### config.mk
export PLATFORM = sky130hd
export DESIGN_NAME = crc32
export DESIGN_NICKNAME = d
export VERILOG_FILES = /design/src/rtl/crc32_pkg.sv /design/src/rtl/crc32_bitstep.sv /design/src/rtl/crc32.sv
export SDC_FILE = /design/constraint.sdc
export NUM_CORES = 1
export LEC_CHECK = 0
export ABC_AREA = 1
export CAP_MARGIN = 20
export CORE_AREA = 2 2 133 161
export CTS_CLUSTER_SIZE = 24
export DETAILED_ROUTE_END_ITERATION = 6
export DIE_AREA = 0 0 135 163
export PLACE_DENSITY = 0.45
export SYNTH_ARGS = -nofsm -noshare
export SYNTH_HDL_FRONTEND = slang
export SYNTH_HIERARCHICAL = 1
export SYNTH_SLANG_ARGS = --single-unit
### constraint.sdc
create_clock -name clk -period 6.6 [get_ports clk]
set_input_delay 1.32 -clock clk [delete_from_list [all_inputs] [get_ports clk]]
set_output_delay 1.32 -clock clk [all_outputs]
set_load 0.03 [all_outputs]
### src/rtl/crc32_pkg.sv
// Shared constants, state encoding and bit-reversal helpers
// for the byte-serial CRC-32 engine.
package crc32_pkg;

    localparam int CRC_W = 32;
    localparam int DATA_W = 8;
    localparam logic [CRC_W-1:0] CRC_ONES = 32'hFFFF_FFFF;

    typedef enum logic [1:0] {
        IDLE,
        SHIFT,
        DONE
    } state_t;

    function automatic logic [DATA_W-1:0] rev8(
        input logic [DATA_W-1:0] v
    );
        logic [DATA_W-1:0] r;
        for (int i = 0; i < DATA_W; i++) begin
            r[i] = v[DATA_W-1-i];
        end
        return r;
    endfunction

    function automatic logic [CRC_W-1:0] rev32(
        input logic [CRC_W-1:0] v
    );
        logic [CRC_W-1:0] r;
        for (int i = 0; i < CRC_W; i++) begin
            r[i] = v[CRC_W-1-i];
        end
        return r;
    endfunction

endpackage

### src/rtl/crc32_bitstep.sv
// One MSB-first LFSR step: absorbs a single data bit into the CRC.
module crc32_bitstep
    import crc32_pkg::*;
(
    input  logic [CRC_W-1:0] crc_in,
    input  logic             data_bit,
    input  logic [CRC_W-1:0] poly,
    output logic [CRC_W-1:0] crc_nx
);

    logic fb;

    assign fb = crc_in[CRC_W-1] ^ data_bit;

    assign crc_nx = {crc_in[CRC_W-2:0], 1'b0}
                  ^ (fb ? poly : '0);

endmodule

### src/rtl/crc32.sv
// Byte-serial Rocksoft-model CRC-32 engine: one byte per trigger,
// absorbed over 8 clocks, finalized on data_done.
module crc32
    import crc32_pkg::*;
(
    input  logic              clk,
    input  logic              rst,
    input  logic              crc_trigger,
    input  logic              data_done,
    input  logic [DATA_W-1:0] crc_32_in,
    input  logic              RefIn,
    input  logic              RefOut,
    input  logic              Xor_out,
    input  logic              Init,
    input  logic [CRC_W-1:0]  POLY_in,
    output logic              crc_busy,
    output logic              crc_finished,
    output logic [CRC_W-1:0]  crc_out32_xor
);

    state_t state;
    state_t state_nx;

    logic [2:0]        bit_cnt;
    logic [DATA_W-1:0] data_sr;
    logic [CRC_W-1:0]  poly_q;
    logic [CRC_W-1:0]  crc_reg;
    logic [CRC_W-1:0]  crc_step;
    logic [CRC_W-1:0]  out_q;
    logic              fin_q;

    logic accept;
    logic finalize;
    logic last_bit;
    logic [CRC_W-1:0] seed;
    logic [CRC_W-1:0] result;

    assign seed = Init ? CRC_ONES : '0;

    assign result = (RefOut ? rev32(crc_reg) : crc_reg)
                  ^ (Xor_out ? CRC_ONES : '0);

    crc32_bitstep u_bitstep (
        .crc_in   (crc_reg),
        .data_bit (data_sr[DATA_W-1]),
        .poly     (poly_q),
        .crc_nx   (crc_step)
    );

    // A trigger outranks data_done in IDLE; a level data_done
    // left high during SHIFT finalizes on the first IDLE cycle.
    always_comb begin
        state_nx = state;
        accept   = 1'b0;
        finalize = 1'b0;
        last_bit = 1'b0;
        unique case (state)
            IDLE: begin
                if (crc_trigger) begin
                    accept   = 1'b1;
                    state_nx = SHIFT;
                end else if (data_done) begin
                    finalize = 1'b1;
                    state_nx = DONE;
                end
            end
            SHIFT: begin
                last_bit = (bit_cnt == 3'd7);
                if (last_bit) begin
                    state_nx = IDLE;
                end
            end
            DONE: begin
                if (crc_trigger) begin
                    accept   = 1'b1;
                    state_nx = SHIFT;
                end
            end
            default: state_nx = IDLE;
        endcase
    end

    always_ff @(posedge clk) begin
        if (rst) begin
            state <= IDLE;
        end else begin
            state <= state_nx;
        end
    end

    always_ff @(posedge clk) begin
        if (rst) begin
            bit_cnt <= '0;
            data_sr <= '0;
            poly_q  <= '0;
            crc_reg <= seed;
            out_q   <= '0;
            fin_q   <= 1'b0;
        end else if (accept) begin
            data_sr <= RefIn ? rev8(crc_32_in) : crc_32_in;
            poly_q  <= POLY_in;
            bit_cnt <= '0;
            if (state == DONE) begin
                crc_reg <= seed;
                fin_q   <= 1'b0;
            end
        end else if (state == SHIFT) begin
            crc_reg <= crc_step;
            data_sr <= {data_sr[DATA_W-2:0], 1'b0};
            bit_cnt <= bit_cnt + 3'd1;
        end else if (finalize) begin
            out_q <= result;
            fin_q <= 1'b1;
        end
    end

    assign crc_busy      = (state == SHIFT);
    assign crc_finished  = fin_q;
    assign crc_out32_xor = out_q;

endmodule

## Yosys cells after proc, flatten, opt, wreduce, memory -nomap -nowiden

Index checks and enable logic that the tools add are counted.

- Bitwise gates (word level): 5
- Reductions and logical operators: 10
- $add $sub $neg: 1
- Multiplexer cells: 25
- Equal/unequal tests: 9

Operators with widths:

| cell | number |
|---|---|
| 32-bit 2-to-1 mux | 8 |
| 32-bit XOR | 2 |
| 8-bit 2-to-1 mux | 3 |
| 1-bit 2-to-1 mux | 9 |
| 3-bit AND reduction | 3 |
| 2-bit 2-to-1 mux | 4 |
| 2-bit by 1-bit inequality test with 1-bit output (second input constant) | 3 |
| 2-bit case mux with 3 select lines | 1 |
| 2-bit nonzero test | 2 |
| 2-bit OR reduction | 2 |
| 3-bit by 1-bit adder with 3-bit output (second input constant) | 1 |
| 3-bit == test (second input constant) | 1 |
| 3-bit by 2-bit inequality test with 1-bit output (second input constant) | 1 |
| 3-bit inequality test (second input constant) | 1 |
| 3-bit nonzero test | 1 |
| 2-bit by 1-bit == test with 1-bit output (second input constant) | 1 |
| 2-bit == test (second input constant) | 1 |
| 2-bit logical NOT | 1 |
| 2-bit inequality test (second input constant) | 1 |
| 1-bit NOT | 2 |
| 2-bit AND reduction | 1 |
| 1-bit XOR | 1 |

- Input port bits: 48
- Output and inout bits: 34
- Word-level logic and storage cells: 57
- Register bits: 110

## Depth between registers and ports, before layout

- Word-level depth: 6
- Mapped depth: 8
- Mapped depth without buffers: 7

## By module

Netlist, hierarchy kept.

By module, submodules not included:

| module | instances | cells an instance | area each (um2) | seq. area each (um2) |
|---|---|---|---|---|
| crc32 | 1 | 718 | 5202.5 | 2522.4 |
| crc32_bitstep | 1 | 172 | 860.8 | 0.0 |

## Worst setup path before layout

No wires, ideal clock.

- Path kind: in2reg
- Start: in crc_trigger
- End: reg crc_reg[0], enable pin
- Stages: 3
- Arrival: 3.156 ns
- Slack: 3.013 ns
- Library setup time: 0.431 ns
- Path buffers: 1
- Required time: 6.169 ns
- Path through: nand2_2 -> buf_2 -> o211ai_1

- Cells in the longest elaborated chain, start to end: 4
- Elaborated cells between the ends (all ways): 5
- Those cells by class: eq/ne: 1; mux: 2; reduce/logical: 2

Ends and longest elaborated chain:

| item | line | RTL |
|---|---|---|
| from (decl) | crc32.sv:8 | `input logic crc_trigger,` |
| 1-bit 2-to-1 mux * | crc32.sv:59, crc32.sv:74 |  |
| 1-bit 2-to-1 mux * | - |  |
| 3-bit by 2-bit inequality test with 1-bit output (no source line) / 3-bit nonzero test (equally long branches) | - |  |
| 2-bit AND reduction (no source line) * | - |  |
| to (signal assigned) | crc32.sv:108 | `crc_reg <= crc_step;` |
| to (decl) | crc32.sv:27 | `logic [CRC_W-1:0] crc_reg;` |

Every way passes the cells marked *; elsewhere a longest branch is shown, timed or not.
A chain may end at the register's enable or synchronous reset.

## Worst setup path after layout

- Start: reg state[0]
- End: out crc_busy

- Cells in the longest elaborated chain, start to end: 1

Ends and longest elaborated chain:

| item | line | RTL |
|---|---|---|
| from (decl) | crc32.sv:21 | `state_t state;` |
| from (signal assigned) | crc32.sv:87 | `state <= state_nx;` |
| 2-bit by 1-bit == test with 1-bit output | - |  |
| to (decl) | crc32.sv:16 | `output logic crc_busy,` |

No other way between the ends.

==> run_results.csv <==
group,metric,value,unit
final_layout,finalNetCount,981,
die,io_pins,82,
sta,max_slew_margin,0.3539,
detailed_routing,drc,0,
clock_network,cts_root_buf,"clkbuf_16",
synth,synth_compound_area_frac,0.07511,
synth,syn_area_per_cell,6.813,um2
sta,rsz0062_at_grt,"no",
grt,grt_overflow,0,
placement,gp_congestion,0.7938,
synth,yosysSeqAreaShare,0.4160,
synth,ys_types,28,
synth,muxShareOfSynthArea,0,
synth,syn_inst,890,
placement,numPortBuffers,81,
synth,synth_xor_area_frac,0.001444,
synth,ys_ff_latch,110,
synth,synthAdderAreaFrac,0.004127,
detailed_routing,routed_wl,15.47,mm
clock_network,cts_hold_buf,0,
synth,synthTopCellsByArea,"dfxtp_1 (26%), nand2_1 (21%), edfxtp_1 (16%), nand3_1 (10%), inv_1 (5.1%)",
die,dieArea,22010,um2
detailed_routing,drtAntennaViolNets,0,
worst_setup_path,worstSetupStartpointType,"flop",
clock_network,cts_tree,"yes",
sta,layout_setup_ws,3.125,ns
die,rows,58,
worst_setup_path,critical_path.endpoint_type,"output pin",
synth,syn_area,6063,um2
worst_setup_path,crit_buf_inv,2,
final_layout,layout_common_cells,"nand2_1 (336), nand3_1 (123), inv_1 (82)",
power,p_leak,3.373,nW
sta,hold_viol,0,
die,die_h,163,um
hold_path,hold-path-endpoint,"poly_q[0]$_SDFFE_PP0P_",
final_layout,diodes,0,
worst_setup_path,critPathKind,"reg -> out",
synth,synth_top_family_by_area,"simple AND/OR/NAND/NOR gates",
final_layout,multi_input_area,2856,um2
sta,fin_crit,3.475,ns
clock_network,cts_resized,0,
power,p_per_area,237.7,nW/um2
detailed_routing,drt_first_pass_iters,5,
worst_setup_path,critPathArrivalTime,2.15,ns
synth,synth_top_area_frac,0.2575,
hold_path,hold_depth,2,
final_layout,final_util,0.3487,
final_layout,n_fill_cell,2274,
grt,grtUsageTotal,0.1478,
clock_network,cts_setup_buffers,0,
synth,synth_edf_count,32,
clock_network,cts_sinks,110,
worst_setup_path,cp_cell_sequence,"nand2_1, inv_1, clkdlybuf4s50_1",
final_layout,layout_commonest_cell,"nand2_1",
detailed_routing,routedWlPerCell,12.83,um
grt,grt_pass1_wl,25.78,mm
detailed_routing,dr_total_vias,5480,
sta,final_max_slew_viol_count,0,
sta,fin_crit_sh,0.5265,
clock_network,cts_buffer_depth,2,
die,core_area,20610,um2
placement,dp_hpwl,10.13,mm
clock_network,cts-htree-levels,3,
sta,fin_skew,0.009887,ns
run,cap_violations,0,
die,die_x,135,um
worst_setup_path,worstRegToRegCells,5,
detailed_routing,vias_per_cell,4.544,
hold_path,hold_path.class,"reg -> reg",
clock_network,cts_buffers,9,
synth,ys_async_sr_fraction,0,
placement,pre_cts_slack,2.817,ns
synth,synth_nets,940,
worst_setup_path,critical_path_peak_fanout,21,
worst_setup_path,max_stage_delay,0.70,ns
worst_setup_path,cp_top_family,"buffers and inverters",
worst_setup_path,required,5.28,ns
final_layout,area_delta_synth_final,18.53,%
worst_setup_path,rr_endpoint,"crc_reg[22]$_DFFE_PP_",
hold_path,min_from,"poly_q[0]$_SDFFE_PP0P_",
grt,grt_pass1_vias,4985,
clock_network,clk_latency,0.36,ns
final_layout,drive_above_1_share,0.03739,
die,start_util,0.2942,
grt,grt_max_degree,65,
grt,antenna_found_initial,0,
synth,yosysWarnings,6,
worst_setup_path,timing.rr.start,"state[0]$_SDFFE_PP0P_",
sta,setup_viol,0,
run_status,status,"finished, final reports clean",
worst_setup_path,cp_slowest_cell,"clkdlybuf4s50_1",
detailed_routing,drt_iter0_drc,418,
sta,fmax,287.8,MHz
sta,worst_slew_pin_slew,0.9668,ns
worst_setup_path,rrSetupSlack,4.59,ns
final_layout,ff_latch_area,2522,um2
synth,ys.flop_type,"dfxtp_1",
synth,synth_top_area_cell,"dfxtp_1",
power,ir_drop,0.1224,mV
clock_network,clkSlewWorstSetupHoldPaths,0.08,ns
sta,tns,0,ns
synth,synthSimpleGateAreaFrac,0.3896,
worst register-to-register path: stages, from the launching register on:
cell and delay, ns:
dfxtp_1 0.36, nor2_4 0.76, nor2_4 0.04, buf_4 0.36, nand2_1 0.16, nand2_1 0.06
per-layer routing:
metal	global-route usage	wire length, um
met5	0	0
met4	0.05256	146
met3	0.01899	616
met2	0.2245	6936
met1	0.2146	7772
cell usage after synthesis (2+ instances only):
cell type,instances
nand3_1,123
a21oi_1,44
o21ai_0,8
nand4_1,31
buf_4,10
dfxtp_1,78
nor2_4,2
o211ai_1,3
inv_2,5
nand3b_1,7
clkbuf_1,17
clkbuf_8,3
buf_2,20
ha_1,2
buf_6,6
edfxtp_1,32
nand2_1,336
inv_1,82
nor2_1,48
o21bai_1,22
buf_1,3
nand2_2,2
final cells by class:
cell class              instances  share of cell area
clock buffers                  10             0.03186
clock inverters                 6            0.006267
multi-input cells             633              0.3975
inverters                      88             0.04596
well taps                     270             0.04701
repair buffers                 89              0.1205
flip-flops and latches        110              0.3510
power breakdown:
group	leakage [nW]	internal (W)	switching [W]	total, W
logic	2.27	0.000136	0.000217	0.000353
clock network	0.135	0.000260	0.000271	0.000531
registers	0.967	0.000763	0.0000616	0.000825
worst max-delay path by stage:
stage / start / endpoint / cells past startpoint
after global routing: state[1]$_SDFFE_PP0P_ / crc_busy / 4
after detailed placement: rst / crc_reg[20]$_DFFE_PP_ / 5
after global placement: rst / crc_reg[20]$_DFFE_PP_ / 5
after CTS: state[1]$_SDFFE_PP0P_ / crc_busy / 4
final: state[0]$_SDFFE_PP0P_ / crc_busy / 3
after floorplan: crc_trigger / crc_reg[0]$_DFFE_PP_ / 3
cells by family after synthesis:
kind of cell               Yosys count
AOI/OAI and AO/OA                   78
xor gates and xnor gates             1
adders and majority gates            2
buffers and inverters              147
DFF                                110
and+or+nand+nor                    552
metrics by stage:
stage | total power, W | hold WS (ns) | instance area (um2) | cells
detailed placement | 0.001200 | 0.4429 | 6913 | 1190
global route | 0.001811 | 0.4835 | 7187 | 1206
CTS | 0.001736 | 0.4596 | 7187 | 1206
global placement | 0.001195 | 0.4330 | 6913 | 1190
finish | 0.001708 | 0.4590 | 7187 | 1206
floorplan | 0.001088 | 0.4111 | 6063 | 890
Note: power is estimated with default switching activity, not from simulation.
==> RTL change 1: new RTL, same flow settings <==
The package constant `CRC_W` goes from 32 to 40.
--- a/src/rtl/crc32_pkg.sv
+++ b/src/rtl/crc32_pkg.sv
@@ -3,5 +3,5 @@
 package crc32_pkg;
 
-    localparam int CRC_W = 32;
+    localparam int CRC_W = 40;
     localparam int DATA_W = 8;
     localparam logic [CRC_W-1:0] CRC_ONES = 32'hFFFF_FFFF;
Interface: changed (resized POLY_in and crc_out32_xor); port bits go from 82 to 98. The function was not compared with the original's and may differ.
==> RTL change 1 against the unedited design <==
Routed wire length increased by 28%. Design area up 22%. Worst setup slack got worse by 130 ps. Utilization up 7.6 points. Sequential cell count increased by 24. Power is 41% higher. Synthesized cell count grew 20%. Register-to-register slack got worse by 580 ps. Synthesized area is 19% higher. Highest routed layer unchanged.
==> RTL change 1: results <==
set metrics [dict create \
    place_congestion 0.694 \
    io_buffer_count 97 \
    synth_edf_count 40 \
    synth_area_leaders "dfxtp_1, nand2_1, edfxtp_1" \
    synthXorXnorAreaFrac_pct 0.121 \
    rr_endpoint "crc_reg[2]" \
    p_switching_uw 715 \
    grt_pass1_wl_mm 32.1 \
    synthTopCellsByCount "nand2_1, nor2_1, nand3_1, dfxtp_1, inv_1" \
    n_fill_cell 2238 \
    grt_use_total_pct 18.7 \
    hpwl_mm 12.2 \
    final_nets 1178 \
    finClkSkew_ps 10.8 \
    cts.clk_slew.worst_paths_ps 60 \
    peakVddDrop_mv 0.181 \
    cts_buffers 17 \
    grt_max_degree 91 \
    htreeDepth 4 \
    power.leakage_uw 0.00397 \
    crit_arrival_ps 2280 \
    drt_iter0_markers 355 \
    synthAdderAreaFrac_pct 0.347 \
    r2r_setup_slack_ps 4010 \
    holdCritStartpoint "bit_cnt[2]" \
    drt-pass1-iter-count 4 \
    status "complete, no violations" \
    yosysSeqAreaShare_pct 42.7 \
    wl_mm 19.8 \
    hold_path_end "bit_cnt[2]" \
]
## RTL change 1: power groups by stage
| stage | registers (uW) | clock network, uW | logic, uW |
|---|---|---|---|
| after CTS | 1010 | 977 | 454 |
| final | 1010 | 951 | 447 |
| after floorplan | 1040 | 0 | 297 |
| after global routing | 1020 | 1010 | 514 |
| after global placement | 1030 | 0 | 449 |
| after detailed placement | 1030 | 0 | 452 |
## RTL change 1: metrics by stage
step	hold slack (ps)	cells	utilization [%]	cell area, sq um
floorplan	446	1070	-	7220
global placement	461	1370	39.5	8140
detailed placement	469	1370	39.5	8140
CTS	477	1402	42.4	8740
global route	490	1403	42.5	8760
finish	477	1403	42.5	8760
## RTL change 1: routing by layer
metal / vias to the layer above / global-route usage [%] / routed length, um
met1: 3106 / 22.2 / 8760
li1: 3522 / - / -
met5: - / 0 / 0
met3: 23 / 3.52 / 562
met4: 0 / 5.73 / 326
met2: 87 / 33.9 / 10100
## RTL change 1: final cells by class
class	count	area, sq um	area share, %
Timing Repair Buffer	105	1040	11.9
Clock buffer	27	566	6.46
Sequential cell	134	3080	35.2
Clock inverter	5	28.8	0.329
Multi-Input combinational cell	767	3340	38.2
Inverter	95	358	4.09
Tap cell	270	338	3.86
## RTL change 1: how the worst max path moves through the flow
| stage | end | slack [ps] |
|---|---|---|
| floorplan | crc_reg[0] | 2650 |
| global placement | crc_reg[13] | 2710 |
| detailed placement | crc_reg[4] | 2650 |
| CTS | crc_busy | 2950 |
| global route | crc_busy | 2840 |
| finish | crc_busy | 3000 |
## RTL change 1: cell families (layout without fill, tap and decap cells)
kind of cell	count (synthesis)	after routing
simple gates	659	659
buf+inv	169	232
flops	134	134
compound gates	105	105
fa+ha+maj	2	2
xor+xnor	1	1
==> RTL change 2: new RTL, config.mk and constraints unchanged <==
Without the edit above. Reset style: asynchronous (`rst`), changed in one clocked block.
--- a/src/rtl/crc32.sv
+++ b/src/rtl/crc32.sv
@@ -81,5 +81,5 @@
     end
 
-    always_ff @(posedge clk) begin
+    always_ff @(posedge clk or posedge rst) begin
         if (rst) begin
             state <= IDLE;
Behaviour: differs if rst is asserted again (counterexample within 4 cycles, from zero or initial values and one cycle with rst high); with rst held inactive, the same outputs for 10 cycles.
==> RTL change 2 against the unedited design <==
Synthesized area is 0.95% lower. Die area stayed put. Routed wire length is 1.6% higher. Worst setup slack worse by 330 ps. Sequential cell count stayed put. Final cell count is 1.2% lower. Design area is 1.0% lower. First-iteration DRC count is 4.1% lower. Critical path type is now in2reg. Highest routed layer unchanged.
Power is not compared: it rests on default switching activity, and its combinational part moved more than twofold at a synthesized area within 25%.
==> RTL change 2: results <==
set metrics [dict create \
    status "complete, no violations" \
    synth_area_leaders "dfxtp_1, nand2_1, edfxtp_1" \
    max_stage_delay_ps 620 \
    wl_met2_mm 7.20 \
    yosysUniqueCellTypes 27 \
    synth-compound-area-share_pct 8.54 \
    finClkSkew_ps 7.85 \
    met2_usage_pct 24.2 \
    r2r_setup_slack_ps 3840 \
    async_flop_share_pct 1.82 \
    fin_cells 1191 \
    grt_max_degree 64 \
    hold_path_end "crc_out32_xor[15]" \
    hpwl_mm 10.7 \
    grt_use_total_pct 15.1 \
    grt_pass1_wl_mm 26.1 \
    wl_met3_um 685 \
    wl_met1_mm 7.54 \
    synth_top_area_share_pct 25.3 \
    n_fill_cell 2303 \
    drive_above_1_share_pct 4.13 \
    yosysSeqAreaShare_pct 42.2 \
    rr_endpoint "crc_reg[18]" \
    rr_worst_depth 8 \
    holdCritStartpoint "crc_out32_xor[15]" \
    synthXorXnorAreaFrac_pct 0.146 \
    synthAdderAreaFrac_pct 0.417 \
    pre_cts_slack_ps 2360 \
    synthTopCellsByCount "nand2_1, nor2_1, nand3_1, dfxtp_1, inv_1" \
    synth_fp_nets 922 \
    grtUsageMet1_pct 20.8 \
    use_met3_pct 1.87 \
    place_congestion 0.737 \
    timing.rr.start "state[0]" \
    worst_pin_slew_ps 764 \
]
RTL change 2: worst max path at each step:
stage,from,to,slack (ps),depth (start not counted)
after floorplan,rst,crc_reg[0],3500,5
after global placement,crc_trigger,crc_reg[17],2410,8
after detailed placement,crc_trigger,crc_reg[18],2360,8
after CTS,crc_trigger,crc_reg[18],2740,8
after global routing,crc_trigger,crc_reg[8],2500,8
final,crc_trigger,crc_reg[18],2790,8
RTL change 2: area by class of cell:
type	count	area, sq um	share of cell area, %
inverter	80	303	4.26
sequential	110	2530	35.6
multi-input combinational	627	2770	38.9
tap	270	338	4.75
timing repair buffer	88	896	12.6
clock inverter	4	30.0	0.422
clock buffer	12	246	3.47
RTL change 2: where the power goes:
| group | total [uW] | switching [uW] | leakage, uW | internal [uW] |
|---|---|---|---|---|
| clock network | 529 | 259 | 0.000138 | 269 |
| logic | 874 | 561 | 0.00214 | 312 |
| registers | 1100 | 197 | 0.000984 | 907 |
| total | 2510 | 1020 | 0.00326 | 1490 |
